**config.mk**
```make
export PLATFORM = sky130hd
export DESIGN_NAME = seg7_scan_mux
export DESIGN_NICKNAME = d
export VERILOG_FILES = /design/src/rtl/seg7_scan_mux.sv
export SDC_FILE = /design/constraint.sdc
export NUM_CORES = 1
export LEC_CHECK = 0
export ABC_CLOCK_PERIOD_IN_PS = 2300
export CORE_ASPECT_RATIO = 1.2
export CORE_MARGIN = 8
export CORE_UTILIZATION = 54
export DETAILED_ROUTE_END_ITERATION = 6
export GPL_ROUTABILITY_DRIVEN = 0
export PLACE_DENSITY = 0.88
export SETUP_SLACK_MARGIN = 0.02
export SLEW_MARGIN = 10
export SYNTH_ARGS = -nofsm -noshare
export SYNTH_HDL_FRONTEND = slang
export SYNTH_SLANG_ARGS = --single-unit
```
**constraint.sdc**
```tcl
create_clock -name clk -period 2.3 [get_ports clk]
set_input_delay 0.46 -clock clk [delete_from_list [all_inputs] [get_ports clk]]
set_output_delay 0.46 -clock clk [all_outputs]
set_load 0.02 [all_outputs]
```
**src/rtl/seg7_scan_mux.sv**
```systemverilog
// seg7_scan_mux: multiplexed driver for an N-digit common-anode 7-segment
// display. Shadows a hex word plus decimal points on a load strobe, scans the
// digits with a dark guard interval at the start of every slot, and decodes
// to active-low segments with optional leading-zero suppression.
module seg7_scan_mux #(
  parameter int DIGITS   = 4,
  parameter int SCAN_DIV = 100000,
  parameter int GUARD    = 2000
) (
  input  logic                  clk,
  input  logic                  rst_n,
  input  logic [4*DIGITS-1:0]   data,
  input  logic [DIGITS-1:0]     dp_in,
  input  logic                  load,
  input  logic                  lzs,
  output logic [DIGITS-1:0]     an,
  output logic [7:0]            sgm
);

  localparam int CNT_W = $clog2(SCAN_DIV);
  localparam int IDX_W = (DIGITS > 1) ? $clog2(DIGITS) : 1;

  logic [CNT_W-1:0]    cnt_q, cnt_d;
  logic [IDX_W-1:0]    idx_q, idx_d;
  logic [4*DIGITS-1:0] shadow_data_q, shadow_data_d;
  logic [DIGITS-1:0]   shadow_dp_q, shadow_dp_d;
  logic [DIGITS-1:0]   an_q, an_d;
  logic [7:0]          sgm_q, sgm_d;

  logic [DIGITS-1:0]   lead_zero;
  logic [3:0]          cur_nib;
  logic                cur_dp;
  logic                suppress;

  // Hex nibble to active-low {a,b,c,d,e,f,g}.
  function automatic logic [6:0] hex_decode(input logic [3:0] nib);
    logic [6:0] seg;
    case (nib)
      4'h0: seg = 7'b0000001;
      4'h1: seg = 7'b1001111;
      4'h2: seg = 7'b0010010;
      4'h3: seg = 7'b0000110;
      4'h4: seg = 7'b1001100;
      4'h5: seg = 7'b0100100;
      4'h6: seg = 7'b0100000;
      4'h7: seg = 7'b0001111;
      4'h8: seg = 7'b0000000;
      4'h9: seg = 7'b0000100;
      4'hA: seg = 7'b0001000;
      4'hB: seg = 7'b1100000;
      4'hC: seg = 7'b0110001;
      4'hD: seg = 7'b1000010;
      4'hE: seg = 7'b0110000;
      default: seg = 7'b0111000;
    endcase
    return seg;
  endfunction

  // Prescaler and digit index: idx advances when cnt wraps.
  always_comb begin
    cnt_d = cnt_q + 1'b1;
    idx_d = idx_q;
    if (cnt_q == CNT_W'(SCAN_DIV - 1)) begin
      cnt_d = '0;
      idx_d = (idx_q == IDX_W'(DIGITS - 1)) ? '0 : idx_q + 1'b1;
    end
  end

  // Shadow registers follow data/dp_in only on load.
  always_comb begin
    shadow_data_d = shadow_data_q;
    shadow_dp_d   = shadow_dp_q;
    if (load) begin
      shadow_data_d = data;
      shadow_dp_d   = dp_in;
    end
  end

  // lead_zero[i] is set when nibbles i..DIGITS-1 are all zero.
  always_comb begin
    logic all_zero;
    all_zero  = 1'b1;
    lead_zero = '0;
    for (int i = DIGITS - 1; i >= 0; i--) begin
      all_zero     = all_zero && (shadow_data_q[4*i +: 4] == 4'h0);
      lead_zero[i] = all_zero;
    end
  end

  // Next output values: dark during guard, otherwise the current digit.
  always_comb begin
    cur_nib  = shadow_data_q[{idx_q, 2'b00} +: 4];
    cur_dp   = shadow_dp_q[idx_q];
    suppress = lzs && (idx_q != '0) && lead_zero[idx_q];
    an_d     = '1;
    sgm_d    = 8'hFF;
    if (cnt_q >= CNT_W'(GUARD)) begin
      an_d[idx_q] = 1'b0;
      sgm_d       = {(suppress ? 7'h7F : hex_decode(cur_nib)), ~cur_dp};
    end
  end

  // State and output registers; reset blanks the display at once.
  always_ff @(posedge clk or negedge rst_n) begin
    if (!rst_n) begin
      cnt_q         <= '0;
      idx_q         <= '0;
      shadow_data_q <= '0;
      shadow_dp_q   <= '0;
      an_q          <= '1;
      sgm_q         <= 8'hFF;
    end else begin
      cnt_q         <= cnt_d;
      idx_q         <= idx_d;
      shadow_data_q <= shadow_data_d;
      shadow_dp_q   <= shadow_dp_d;
      an_q          <= an_d;
      sgm_q         <= sgm_d;
    end
  end

  assign an  = an_q;
  assign sgm = sgm_q;

endmodule

```
== Yosys cells after proc, flatten, opt, wreduce, memory -nomap -nowiden ==
Memories as Yosys holds them, arrays and structs flattened.
Cells that the tools add are included.
Widths: inputs -> output; s select.

* Add/subtract/negate cells: 2
* Bitwise operators: 2
* Shift operators: 1
* Magnitude comparators: 3
* Muxes and demuxes: 11
* Reduce and logical (&&, ||, !) cells: 11
* Eq/ne operators: 2

{| class="wikitable"
|+ Operators with widths
! kind !! number
|-
| $add 17x1->17 const B || 1
|-
| $eq 17x17->1 const B || 1
|-
| $ge 17x11->1 const B || 1
|-
| $mux 17 || 1
|-
| $logic_not 4->1 || 4
|-
| $shiftx 16x5->4 || 1
|-
| $mux 8 || 1
|-
| $mux 7 || 1
|-
| $logic_and 1x1->1 || 6
|-
| $bmux 1 s2 || 2
|-
| $mux 4 || 1
|-
| $not 4->4 || 1
|-
| $lt 2x3->1 const B || 1
|-
| $mux 1 || 3
|-
| $add 2x1->2 const B || 1
|-
| $demux 1 s2 || 1
|-
| $eq 2x2->1 const B || 1
|-
| $ge 2x1->1 const B || 1
|-
| $mux 2 || 1
|-
| $reduce_bool 2->1 || 1
|-
| $not 1->1 || 1
|}

* Memories: 1
* Output and inout port bits: 12
* ROM bits: 112
* Register bits after elaboration: 51

{| class="wikitable"
|+ Memory list
! name !! words !! width !! rd ports !! clocked after Yosys merged registers in !! wr ports !! line !! source
|-
| (name not given) || 16 || 7 || 1 || 0 || 0 || 38 || <nowiki>case (nib)</nowiki>
|}

== Logic depth before layout (Yosys ltp) ==
Gate-level depths: netlist of run 1.

* Depth after elaboration: 9
* Depth in mapped cells: 8
* Gate-level depth less buffers: 7

== Worst setup path after synthesis of run 1 ==
OpenSTA, ideal clock, no wires.

* Path type: register -> register
* Start: register idx_q[1]
* End: register sgm_q[1] (netlist: sgm[1])
* Period minus slack after synthesis: 2.109 ns
* Data arrival time: 2.028 ns
* Setup slack: 0.191 ns
* Stages on the path, launching flop included: 8
* Setup time: 0.081 ns
* Required time: 2.219 ns
* Buffers on the path: 1
* Cell sequence: dfrtp_1 > clkbuf_1 > inv_1 > ha_1 > or4b_2 > nor4_1 > a21boi_2 > o211ai_1

* Cells in the longest elaborated chain, start to end: 5
* Elaborated cells on any way between the ends: 9

{| class="wikitable"
|+ Ends and longest elaborated chain
! what !! line !! source
|-
| from (decl) || 24 || <nowiki>logic [IDX_W-1:0] idx_q, idx_d;</nowiki>
|-
| from (signal assigned) || 114 || <nowiki>idx_q <= idx_d;</nowiki>
|-
| parallel branches: the longest is 3 deep, another holds $mem_v2 16x7 || -- ||
|-
| $mux 7 (*) || 99 || <nowiki>sgm_d = {(suppress ? 7'h7F : hex_decode(cur_nib)), ~cur_dp};</nowiki>
|-
| $mux 8 (*) || 97 || <nowiki>if (cnt_q >= CNT_W'(GUARD)) begin</nowiki>
|-
| named net sgm_d[1] || 28 || <nowiki>logic [7:0] sgm_q, sgm_d;</nowiki>
|-
| to (signal assigned) || 118 || <nowiki>sgm_q <= sgm_d;</nowiki>
|-
| to (decl) || 28 ||
|}

Mark *: on every way through the listed nets, which the timed path passes. The select of a mux whose other input is x is not followed.
A chain may end at the register's enable or synchronous reset.

== Worst setup path in the final report of run 1 ==
* Start: register idx_q[0]
* End: register sgm_q[1] (netlist: sgm[1])

The elaborated chain is that of the path after synthesis.

==> results of run 1 <==
## routing by layer
metal	vias to the layer above	share of wire
met5	-	0
met4	0	0.015
met3	7	0.042
met2	35	0.51
met1	850	0.43
li1	800	-
## layout by cell type (no fill, tap or decap), types with 2 or more instances in the layout
cell                              instances
sky130_fd_sc_hd__and3_1                   3
sky130_fd_sc_hd__ha_1                    12
sky130_fd_sc_hd__nand4_1                  2
sky130_fd_sc_hd__nand2b_1                 4
sky130_fd_sc_hd__dfstp_2                 12
sky130_fd_sc_hd__nand3_1                 15
sky130_fd_sc_hd__dfrtp_1                 39
sky130_fd_sc_hd__inv_1                    7
sky130_fd_sc_hd__buf_4                    8
sky130_fd_sc_hd__o21ai_0                  5
sky130_fd_sc_hd__a21oi_1                  2
sky130_fd_sc_hd__mux2_2                  21
sky130_fd_sc_hd__nor3_1                   2
sky130_fd_sc_hd__nor2b_1                  3
sky130_fd_sc_hd__nor4_1                   4
sky130_fd_sc_hd__xnor2_1                  6
sky130_fd_sc_hd__mux4_2                   5
sky130_fd_sc_hd__clkdlybuf4s50_1         34
sky130_fd_sc_hd__nor2_1                  12
sky130_fd_sc_hd__mux2i_1                  2
sky130_fd_sc_hd__xor2_1                   7
sky130_fd_sc_hd__nand2_1                 21
sky130_fd_sc_hd__clkbuf_8                 5
## path summary, 6_finish.rpt
path | depth (start not counted) | from | slack [ns] | endpoint
worst min register to register | 1 | cnt_q[8]$_DFF_PN0_ | 0.51 | cnt_q[8]$_DFF_PN0_
worst max-delay path | 6 | idx_q[0]$_DFFE_PN0N_ | 0.24 | sgm[1]$_DFF_PN1_
worst min-delay path | 1 | rst_n | 0.12 | shadow_data_q[4]$_DFFE_PN0P_
max in group asynchronous | 2 | rst_n | 1.51 | sgm[0]$_DFF_PN1_
min in group clk | 1 | cnt_q[8]$_DFF_PN0_ | 0.51 | cnt_q[8]$_DFF_PN0_
worst max register to register | 6 | idx_q[0]$_DFFE_PN0N_ | 0.24 | sgm[1]$_DFF_PN1_
## through the flow
step	instance area (um2)	std cells	setup slack, ns
CTS	3030	308	0.256
finish	3030	308	0.245
floorplan	2500	206	0.191
detailed placement	2930	300	0.0821
global placement	2930	300	0.146
global route	3030	308	0.151
## critical path: cells and delay by family, from the launching register on
family	cells	cell delay (ns)
compound gates	2	0.35
simple gates	2	0.96
buf+inv	1	0.09
flops	1	0.35
fa+ha+maj	1	0.22
## power by group through the flow
| stage | combinational, mW | sequential (mW) | clock (mW) |
|---|---|---|---|
| final | 0.191 | 0.960 | 0.598 |
| after global routing | 0.209 | 0.965 | 0.647 |
| after CTS | 0.192 | 0.960 | 0.608 |
| after detailed placement | 0.191 | 0.977 | 0 |
| after global placement | 0.182 | 0.975 | 0 |
| after floorplan | 0.117 | 0.965 | 0 |
## kinds of logic (layout without fill, tap and decap cells)
kind of cell / Yosys count / in the layout / share of synthesized area
flops: 51 / 51 / 0.517
fa+ha+maj: 12 / 12 / 0.0601
simple gates: 72 / 72 / 0.150
xor+xnor: 13 / 13 / 0.0456
buf+inv: 14 / 58 / 0.0306
compound gates: 15 / 15 / 0.0426
mux: 29 / 29 / 0.154
## final cells by class
type | count | area (um2) | area share
multi-input cells | 141 | 1130 | 0.373
well taps | 58 | 72.6 | 0.0239
clock inverters | 3 | 38.8 | 0.0128
flip-flops and latches | 51 | 1290 | 0.426
inverters | 7 | 26.3 | 0.00866
repair buffers | 43 | 405 | 0.134
clock buffers | 5 | 68.8 | 0.0227
## flip-flops by register name (all words and copies together) (netlist names)
name and count:
shadow_data_q 16, an 4, shadow_dp_q 4, cnt_q 17, idx_q 2, sgm 8
==> results.toml, run 1 <==
[routing]
drtAntennaViolNets = 0
detailroute.via_count = 1692
drc_violation_count_after_routing = 0
drt-initial-drc-count = 141
vias_per_cell = 5.49
routed_wirelength_mm = 4.68
drt_first_pass_iters = 4
wl_per_cell_um = 15.2

[grt]
met2_layer_usage_reported_by_global_route = 0.226
vias_in_the_first_global_route = 1776
grt_start_max_net_pins = 25
grt_use_total = 0.141
grt_overflow_total = 0
grt_antenna_before_repair = 0
globalRouteMet1Util = 0.173
grtUsageMet3 = 0.0388
grt.busiest_layer = "met2"
grt_first_pass_wirelength_mm = 8.21

[sta]
whs_ns = 0.123
finalCriticalPeriod_ns = 2.06
slew_headroom = 0.648
fmax_ghz = 0.487
worstMarginPinSlew_ns = 0.528
fin_crit_sh = 0.894
final-setup-viol-count = 0
fin_setup_tns_ns = 0
timing.final.hold_violations = 0
slew_viol_final = 0
rsz0062_at_grt = "no"
clock_skew_ns = 0.00702

[synth]
syn-instance-count = 206
postSynthRegisterBits = 51
yosys.area.top_type = "sky130_fd_sc_hd__dfrtp_1"
asyncSetResetFlopFracSynth = 1.00
yosys-top-cells-area = "sky130_fd_sc_hd__dfrtp_1 39%, sky130_fd_sc_hd__dfstp_2 13%, sky130_fd_sc_hd__mux2_2 9.5%"
synthMostInstantiatedCell = "sky130_fd_sc_hd__dfrtp_1"
synthesis.yosys.warnings = 0
synth_flop_cell = "sky130_fd_sc_hd__dfrtp_1"
synth.yosys.seq_area_share = 0.517
synth.avg_cell_area_um2 = 12.1
count_of_flip_flops_with_a_built_in_enable_after_synthesis = 0
count_of_cell_types_in_the_netlist = 38
netlist_area_mm2 = 0.00250
synth_largest_type_area_fraction = 0.391
synth_fp_nets = 242
synthTopCellsByCount = "39 x sky130_fd_sc_hd__dfrtp_1, 21 x sky130_fd_sc_hd__mux2_2, 21 x sky130_fd_sc_hd__nand2_1"

[critical_path]
crit_path_top_delay_cell = "sky130_fd_sc_hd__or4b_2"
worstPathRequired_ns = 2.52
element_type_at_the_critical_path_end = "flop"
endpoint_arrival_time_on_the_critical_path_ns = 2.27
maximum_fanout_count_along_the_critical_path = 7
criticalPathCategory = "flop to flop"
crit_path_cells = "inv_1 > ha_1 > or4b_2 > nor4_1 > a21boi_2 > o211ai_1"
crit_path_max_incr_delay_ns = 0.66
crit_path_start_kind = "flop"

[finish]
area_growth_pct = 21.4
final_nets = 285
num-fill-cells = 355
antenna-diode-count = 0
postLayoutCoreUtil = 0.670
drive_above_1_share = 0.244

[clocking]
cts-htree-levels = 2
cts.sink_count = 51
post_cts_resized = 0
clk_path_buf_depth = 2
numCtsBuffers = 5
cts_tree = "built"
post_cts.repair.setup_buffers = 0
postCtsHoldBufs = 0
clock_latency_ns = 0.30
clockRootBuffer = "sky130_fd_sc_hd__clkbuf_8"
cts.clk_slew.worst_paths_ns = 0.09

[power]
total_power_mw = 1.75
seqPwrFrac = 0.549
power_density_mw_per_mm2 = 577
max-vdd-ir-drop_mv = 0.519
power.internal_mw = 1.36
power.net_switching_uw = 392
power.static_leakage_nw = 1.28
p_clk_frac = 0.342
power.combinational.fraction = 0.109
power.share.switching = 0.224

[die]
row_count = 27
placeableCoreArea_mm2 = 0.00453
die_w_um = 78.1
io_count = 36
die_height_um = 90.5
start_util = 0.552
floorplan.die_area_mm2 = 0.00707

[placement]
numPortBuffers = 35
place.detailed.hpwl_mm = 3.57

[worst_hold_path]
min_path_type = "primary input to asynchronous set/reset pin"

[run_status]
outcome = "finished clean"

[flow_run]
max_capacitance_violation_count = 0
Power figures use the tool's default switching activity.
==> run 2: changes to the inputs <==
--- a/config.mk
+++ b/config.mk
@@ -6,7 +6,7 @@
 export NUM_CORES = 1
 export LEC_CHECK = 0
 export ABC_CLOCK_PERIOD_IN_PS = 2300
-export CORE_ASPECT_RATIO = 1.2
+export CORE_ASPECT_RATIO = 2
 export CORE_MARGIN = 8
 export CORE_UTILIZATION = 54
 export DETAILED_ROUTE_END_ITERATION = 6
==> results.toml, run 2 (synthesis results as in run 1) <==
[critical_path]
endpoint_arrival_time_on_the_critical_path_ns = 2.22
critical_path.reg2reg.startpoint = "idx_q[0]$_DFFE_PN0N_"
crit_path_max_incr_delay_ns = 0.67
element_type_at_the_critical_path_end = "flop"
crit_path_cells = "inv_1 > ha_1 > or4b_2 > nor4_1 > a21boi_2 > o221ai_1"
crit_path_top_delay_cell = "sky130_fd_sc_hd__or4b_2"
rrSetupSlack_ns = 0.30
criticalPathCategory = "flop to flop"
timing.rr.end = "sgm[5]$_DFF_PN1_"
crit_path_start_kind = "flop"
worstRegToRegCells = 6
worstPathRequired_ns = 2.52
timing.critical_path.max_delay_family = "simple AND/OR/NAND/NOR gates"
maximum_fanout_count_along_the_critical_path = 7
path_buf_inv = 1

[clocking]
clock_latency_ns = 0.30
cts.sink_count = 51
clk_path_buf_depth = 2
cts_tree = "built"
numCtsBuffers = 5
post_cts.repair.setup_buffers = 0
clockRootBuffer = "sky130_fd_sc_hd__clkbuf_8"
post_cts_resized = 0
cts.clk_slew.worst_paths_ns = 0.09
postCtsHoldBufs = 0
cts-htree-levels = 2

[routing]
detailroute.via_count = 1668
drc_violation_count_after_routing = 0
vias_per_cell = 5.50
drt-initial-drc-count = 37
wl_per_cell_um = 15.5
routed_wirelength_mm = 4.70
drtAntennaViolNets = 0
drt_first_pass_iters = 3

[finish]
regMostFlops = "cnt_q"
multiInputGateArea_mm2 = 0.00113
num-fill-cells = 336
final_common_cell = "sky130_fd_sc_hd__dfrtp_1"
sequential_cell_area_mm2 = 0.00129
mostFrequentLayoutCells = "39 x sky130_fd_sc_hd__dfrtp_1, 34 x sky130_fd_sc_hd__clkdlybuf4s50_1, 21 x sky130_fd_sc_hd__nand2_1, 21 x sky130_fd_sc_hd__mux2_2, 15 x sky130_fd_sc_hd__nand3_1"
drive_above_1_share = 0.242
final_nets = 283
largest_register_ff_count = 17
area_growth_pct = 20.5
antenna-diode-count = 0

[grt]
met2_layer_usage_reported_by_global_route = 0.244
grt.busiest_layer = "met2"
vias_in_the_first_global_route = 1892
grt_overflow_total = 0
grt_use_total = 0.143
globalRouteMet1Util = 0.160
grt_start_max_net_pins = 21
grt_first_pass_wirelength_mm = 8.40
grtUsageMet3 = 0.0409
grt_antenna_before_repair = 0

[sta]
fin_crit_sh = 0.870
rsz0062_at_grt = "no"
finalCriticalPeriod_ns = 2.00
timing.final.hold_violations = 0
clock_skew_ns = 0.00353
fin_setup_tns_ns = 0
slew_headroom = 0.654
slew_viol_final = 0
worstMarginPinSlew_ns = 0.515
fmax_ghz = 0.500
final-setup-viol-count = 0

[die]
die_height_um = 112
placeableCoreArea_mm2 = 0.00451
start_util = 0.554
row_count = 35
die_w_um = 64.1
io_count = 36
floorplan.die_area_mm2 = 0.00719

[run_status]
outcome = "finished clean"

[flow_run]
max_capacitance_violation_count = 0

[power]
power.static_leakage_nw = 1.27
max-vdd-ir-drop_mv = 0.522
total_power_mw = 1.71
power_density_mw_per_mm2 = 567

[placement]
numPortBuffers = 35
place.detailed.hpwl_mm = 3.62

[worst_hold_path]
min_path_type = "primary input to asynchronous set/reset pin"
## run 2: cell count changes in the layout (fill, tap and decap cells not counted), sizes merged
cell / previous run / this run
clkinvlp: 0 / 1
clkinv: 2 / 0
bufinv: 1 / 0
buf: 9 / 7
clkbuf: 5 / 7
## run 2: area by class of cell
type                    instances  share of cell area
clock buffers                   7              0.0320
multi-input cells             141               0.375
repair buffers                 41               0.130
well taps                      55              0.0229
clock inverters                 1             0.00249
flip-flops and latches         51               0.429
inverters                       7             0.00873
## run 2: how the worst max path moves through the flow
stage / from / to / slack, ns / cells after the start
2_1_floorplan: idx_q[1]$_DFFE_PN0N_ / sgm[1]$_DFF_PN1_ / 0.19 / 7
4_1_cts: idx_q[0]$_DFFE_PN0N_ / sgm[5]$_DFF_PN1_ / 0.29 / 6
3_5_place_dp: lzs / sgm[5]$_DFF_PN1_ / 0.12 / 5
5_1_grt: idx_q[0]$_DFFE_PN0N_ / sgm[1]$_DFF_PN1_ / 0.19 / 6
3_3_place_gp: lzs / sgm[1]$_DFF_PN1_ / 0.17 / 5
6_report: idx_q[0]$_DFFE_PN0N_ / sgm[5]$_DFF_PN1_ / 0.30 / 6
## run 2: metal layers
metal,vias to the layer above,share of wire
met4,0,0.020
met5,-,0
met2,38,0.53
met3,7,0.037
met1,826,0.42
li1,797,-
## run 2: through the flow
stage | worst slack, ns | instances | hold WS, ns | area (um2) | utilization
after global routing | 0.190 | 303 | 0.0794 | 3010 | 0.667
after global placement | 0.169 | 295 | 0.399 | 2910 | 0.644
after CTS | 0.288 | 303 | 0.0674 | 3010 | 0.667
final | 0.300 | 303 | 0.0669 | 3010 | 0.667
after detailed placement | 0.122 | 295 | 0.402 | 2910 | 0.644
after floorplan | 0.191 | 206 | 0.164 | 2500 | -
## run 2: report_power, final
group	switching [mW]	internal (mW)
Combinational	0.0830	0.106
Clock	0.284	0.274
Sequential	0.0271	0.932
==> edit, RTL diff (flow settings as in run 2) <==
The parameter `SCAN_DIV` goes from 100000 to 25000.
--- a/src/rtl/seg7_scan_mux.sv
+++ b/src/rtl/seg7_scan_mux.sv
@@ -4,7 +4,7 @@
 // to active-low segments with optional leading-zero suppression.
 module seg7_scan_mux #(
   parameter int DIGITS   = 4,
-  parameter int SCAN_DIV = 100000,
+  parameter int SCAN_DIV = 25000,
   parameter int GUARD    = 2000
 ) (
   input  logic                  clk,
Check against the original RTL: no difference found for any inputs over 10 cycles, from zero or initial values and one cycle with rst_n low; that may be too few to reach the edited logic, so the function may still have changed.
==> edit against run 2 <==
Wire length grew 7.0%; non-clock buffer count shrank 3; via count up 5.2%; clock skew rose by 0.0039 ns; sequential cell count is 2 lower; design area is 0.54% lower; total power is 4.1% lower; area after synthesis rose by 0.85%; worst setup slack worse by 0.13 ns; critical endpoint unchanged; highest routed layer unchanged.
==> edit: results (changes against run 2) <==
status: completed
Routed wire per std cell: 16.9 microns (+8.8%)
crit-path max cell delay: 0.62 ns (-0.05 ns)
Max VDD drop: 0.432 mV (-17%)
top post-synthesis cells by area: dfrtp_1 37%, dfstp_2 13%, mux2_2 10%, mux4_2 6.3%, ha_1 6.0%
1st-iter DRT viols: 55 (+49%)
dpl hpwl: 3.90 mm (+7.6%)
Worst EP arrival: 2.35 ns (+0.13 ns)
share of layout cells above drive strength 1: 22.6% (-1.6 points)
via count: 1754 (+5.2%)
Crit Path Max Fanout: 9 (+2)
Yosys cell types: 37 (-2.6%)
Static Leak: 1.23 nW (-3.0%)
first-pass GRT wire length: 8.60 mm (+2.3%)
top cells by count, synth: 37 x dfrtp_1, 23 x mux2_2, 14 x nand2_1
Total GRT Usage: 14.9% (+0.57 points)
Net count, final: 278 (-1.8%)
Slew HR: 61.3% (-4.2 points)
worst slack, placed: 0.186 ns (+0.0638 ns)
post-synth net total: 240 (-0.83%)
Worst Skew: 0.00748 ns (+0.00395 ns)
CP delay by family, top: multiplexers
f_max: 469 MHz (-6.3%)
Clk pin slew, worst setup/hold paths: 0.08 ns
Num CTS Buffers: 5 (unchanged)
Top reg by flops: shadow_data_q
placed inst area: 2910 sq um (+0.13%)
R2R cell count: 5 (-1)
Placed Cells: 290 (-1.7%)
post-synthesis cell count: 204 (-0.97%)
drt pass-1 iters: 4 (+1)
number of global-route vias before repair: 1856 (-1.9%)
post-synthesis sequential area ratio: 49.3% (-2.4 points)
worst hold slack: 0.230 ns (+0.163 ns)
==> edit: cell count changes after synthesis, moves of 3 or more <==
| cell | before | now |
|---|---|---|
| o2111ai_1 | 0 | 5 |
| nor4_1 | 4 | 7 |
| nor2b_1 | 3 | 7 |
| nand2b_1 | 4 | 0 |
| nand2_1 | 21 | 14 |
| nand3_1 | 15 | 7 |
==> edit: final cells by class <==
| cell class | instances | area [sq um] |
|---|---|---|
| Fill cell | 353 | 1560 |
| Clock buffer | 7 | 76.3 |
| Tap cell | 55 | 68.8 |
| Clock inverter | 1 | 7.51 |
| Inverter | 9 | 33.8 |
| Multi-Input combinational cell | 139 | 1200 |
| Timing Repair Buffer | 38 | 368 |
| Sequential cell | 49 | 1240 |
==> edit: power by group <==
group | leakage [nW] | total [mW] | internal (mW) | switching, mW
sequential | 0.583 | 0.942 | 0.897 | 0.0443
combinational | 0.607 | 0.211 | 0.123 | 0.0875
clock | 0.0385 | 0.484 | 0.215 | 0.269
==> edit: cell families (layout without fill, tap and decap cells) <==
| family | Yosys count | count (layout) | synth area share (%) |
|---|---|---|---|
| adder cells (fa/ha/maj) | 12 | 12 | 5.96 |
| multiplexers | 33 | 33 | 17.9 |
| XOR/XNOR | 15 | 15 | 5.22 |
| AND/OR/NAND/NOR | 63 | 63 | 13.9 |
| AO/OA/AOI/OAI | 16 | 16 | 4.62 |
| flip-flops | 49 | 49 | 49.3 |
| buffers and inverters | 16 | 55 | 3.13 |
==> edit: routing by layer <==
layer	global-route usage (%)	up-vias	wire length [microns]
li1	-	804	-
met1	14.5	870	1720
met2	26.9	60	2890
met3	3.19	20	227
met4	9.38	0	195
met5	0	-	0
